===== config.mk =====
export PLATFORM = sky130hd
export DESIGN_NAME = hold_timer
export DESIGN_NICKNAME = d
export VERILOG_FILES = /design/src/rtl/hold_timer.sv
export SDC_FILE = /design/constraint.sdc
export NUM_CORES = 1
export LEC_CHECK = 0
export ABC_CLOCK_PERIOD_IN_PS = 1800
export CORE_AREA = 5 5 42 44
export CTS_CLUSTER_SIZE = 20
export DETAILED_ROUTE_END_ITERATION = 10
export DIE_AREA = 0 0 47 49
export HOLD_SLACK_MARGIN = 0.15
export PLACE_DENSITY = 0.3
export SETUP_SLACK_MARGIN = 0.05
export SYNTH_ARGS = -nofsm -noshare
export SYNTH_HDL_FRONTEND = slang
export SYNTH_SLANG_ARGS = --single-unit

===== constraint.sdc =====
create_clock -name clk -period 1.8 [get_ports clk]
set_input_delay 0.18 -clock clk [delete_from_list [all_inputs] [get_ports clk]]
set_output_delay 0.18 -clock clk [all_outputs]
set_load 0.01 [all_outputs]

===== src/rtl/hold_timer.sv =====
// Per-vector hold counter. Counts cycles while the current vector is applied
// and flags the cycle in which the gate output is to be sampled.
module hold_timer #(
    parameter int HOLD_CYCLES = 4
) (
    input  logic clk,
    input  logic rst_n,
    input  logic clear,
    output logic expire
);

    // A zero hold would make the compare point unreachable; clamp the width
    // so the counter is still well formed if the parameter is misconfigured.
    localparam int W = (HOLD_CYCLES < 1) ? 1 : $clog2(HOLD_CYCLES + 1);
    localparam logic [W-1:0] LAST = W'(HOLD_CYCLES - 1);
    localparam logic [W-1:0] ONE  = W'(1);

    logic [W-1:0] hold_q;
    logic [W-1:0] hold_d;

    // Next count: restart at zero on clear, otherwise advance by one
    always_comb begin
        hold_d = {W{1'b0}};
        if (clear) begin
            hold_d = {W{1'b0}};
        end else begin
            hold_d = hold_q + ONE;
        end
    end

    // Counter register
    always_ff @(posedge clk or negedge rst_n) begin
        if (!rst_n) begin
            hold_q <= {W{1'b0}};
        end else begin
            hold_q <= hold_d;
        end
    end

    assign expire = (hold_q == LAST);

endmodule


==> results by group <==
Outcome
  • Run status: finished clean

Logic synthesis
  • FF+latch count, synth: 3
  • Warnings from Yosys: 0
  • Library cells used by synthesis: 5
  • Post-synth top area cell: dfrtp_1
  • Sequential share of the synthesized area: 0.6383
  • Cells after synthesis: 9
  • Top cell type's share of synthesized area: 0.6383
  • Syn_nets: 14
  • Top post-synthesis cells by area: dfrtp_1 64%, ha_1 21%, nor2_1 6.4%, nor2b_1 5.3%, inv_1 3.2%
  • Syn_area_per_cell: approximately 13 µm²
  • Post-Syn Area: ~120 µm²

GRT
  • Global Route Usage Sum: 0.03246
  • Grt ovf: 0
  • Number of global-route vias before repair: 90
  • Initial antenna violation count: 0
  • Largest net degree at the start of global routing: 4
  • First-pass GRT wire length: 379 µm

Cells and area
  • Final nets: 23
  • Fill cell count: approximately 160
  • Area of the multi-input gates: slightly below 40 µm²
  • Area Growth Syn to Fin: 73.40%
  • Commonest cells after routing, fill and taps aside: 3 x clkbuf_4, 3 x dfrtp_1, 3 x clkdlybuf4s50_1
  • FF+latch area: approximately 75 µm²
  • Number of flip-flops in the largest register: 3
  • Regs by FF count: hold_q x3
  • Share of cells above drive strength 1: 0.1765
  • Top reg by flops: hold_q
  • ANT cells: 0

Place
  • RePlAce Congestion: 0.6264
  • Detail Placement HPWL: between 150 and 200 µm
  • Pre-CTS setup slack: roughly 0.42 ns
  • PortBufs: 3

Pwr
  • Pleak: between 0.09 and 0.1 nW
  • Combinational Power Share: 0.091
  • VDD IR-drop max: ~320 µV
  • Sequential share of power: 0.355
  • Switching Fraction: 0.2036
  • Psw: approximately 0.043 mW
  • Clock Power Share: 0.554
  • Cell internal pwr: between 0.15 and 0.2 mW
  • Cell Pwr Density: a little over 1000 mW/mm²

Floorplanning
  • DIE AREA: about 0.0023 mm²
  • Die X: around 47 µm
  • Core area: roughly 0.0014 mm²
  • Num rows: 14
  • Die Y: slightly below 50 µm
  • Starting Density: 0.08393
  • Io pins: 4

Clock tree
  • CTS Buf Count: 3
  • Clock tree root driver cell: clkbuf_4
  • CTS tree: yes
  • CTS max path bufs: 2
  • Post-CTS sizing: 0
  • Clock sinks: 3
  • H-tree depth: 1
  • Clk_lat worst skew: 0.23 ns
  • Clock slew at reported path FFs: approximately 0.03 ns

Critical path
  • Crit. End Element: primary output
  • CP max FO: 2
  • Critical setup path kind: flop to primary output
  • CP Data Required Time: ~1.6 ns
  • Worst EP arrival: about 1.4 ns
  • CP startpoint kind: flop

Timing
  • Max_slew headroom: 0.8992
  • Final Critical Period: around 1.6 ns
  • Max frequency: around 620 MHz
  • Hold Vio Cnt, Final: 0
  • Setup TNS: 0 ns
  • Worst-Margin Slew: 0.1507 ns
  • Setup ws final: around 0.18 ns
  • Post-route clock period utilization: 0.8990
  • Final Setup Violations: 0
  • Unrepaired setup endpoints after global routing: false
  • Clock Skew: ~0.0012 ns
  • Slew Limit Fails: 0

Routing
  • Drt drc: 0
  • Drt pass-1 iters: 2
  • Wire per inst: between 6 and 7 µm
  • Routed wire length: about 220 µm
  • Total number of vias: 84
  • Post-route antenna net violation count: 0
  • Starting DRC count in detailed routing: 1
  • Routed vias/inst: 2.545

Hold path
  • Class of the worst hold path: flop to flop

Run
  • Max-cap violations: 0
## path summary, 6_finish.rpt
kind                                     start                   to  slack, ns  cells after the start
hold reg to reg            hold_q[0]$_DFF_PN0_  hold_q[0]$_DFF_PN0_       0.42                      1
hold / removal             hold_q[0]$_DFF_PN0_  hold_q[0]$_DFF_PN0_       0.42                      1
setup reg to reg           hold_q[0]$_DFF_PN0_  hold_q[2]$_DFF_PN0_       0.83                      3
max in group asynchronous                rst_n  hold_q[0]$_DFF_PN0_       0.97                      2
setup / recovery           hold_q[0]$_DFF_PN0_               expire       0.18                      3
min in group asynchronous                rst_n  hold_q[2]$_DFF_PN0_       0.68                      2
## through the flow
| step | hold slack (ns) | cell area, µm² | utilization | std cells | total power [mW] |
|---|---|---|---|---|---|
| after floorplan | -0.1156 | 117.6 | - | 9 | 0.08290 |
| after global placement | 0.3760 | 167.7 | 0.1196 | 28 | 0.09194 |
| after detailed placement | 0.3803 | 167.7 | 0.1196 | 28 | 0.09355 |
| after CTS | 0.4235 | 203.9 | 0.1455 | 33 | 0.2180 |
| after global routing | 0.4515 | 203.9 | 0.1455 | 33 | 0.2384 |
| final | 0.4207 | 203.9 | 0.1455 | 33 | 0.2109 |
## power by group through the flow
stage               combinational (mW)  clock [mW]  sequential, mW
finish                          0.0192       0.117          0.0749
global placement                0.0164           0          0.0756
detailed placement              0.0177           0          0.0759
CTS                             0.0196       0.123          0.0750
floorplan                      0.00752           0          0.0754
global route                    0.0222       0.141          0.0752
## what timing repair did
action | 4_1_cts | 5_1_grt
endpoints found under the hold margin | 3 | 0
buffers inserted | 0 | 0
hold buffers | 1 | 0
setup endpoints to repair | 0 | 0
## Yosys cell counts (all sizes together)
master and instances:
nor2 2, inv 1, nor2b 1, dfrtp 3, ha 2
## layer usage
metal,vias to the layer above,track usage,share of wire
li1,45,-,-
met3,0,0.06642,0.24
met5,-,0,0
met1,32,0.03097,0.53
met2,7,0.01810,0.23
met4,0,0.02765,0
## logic make-up (layout without fill, tap and decap cells)
group / count (synthesis) / count (layout) / synth area share
flops: 3 / 3 / 0.6383
simple gates: 3 / 3 / 0.1171
fa+ha+maj: 2 / 2 / 0.2127
buf+inv: 1 / 9 / 0.03188
## final cells by class
cell class / instances / share of cell area
flip-flops and latches: 3 / 0.3681
repair buffers: 4 / 0.1963
multi-input cells: 5 / 0.1902
clock buffers: 4 / 0.1288
well taps: 16 / 0.09816
inverters: 1 / 0.01840
## critical path, cell delays in order, from the launching register on
cell	delay [ns]
dfrtp_1	0.37
ha_1	0.20
ha_1	0.17
clkdlybuf4s50_1	0.47
(Power assumes the default switching activity.)
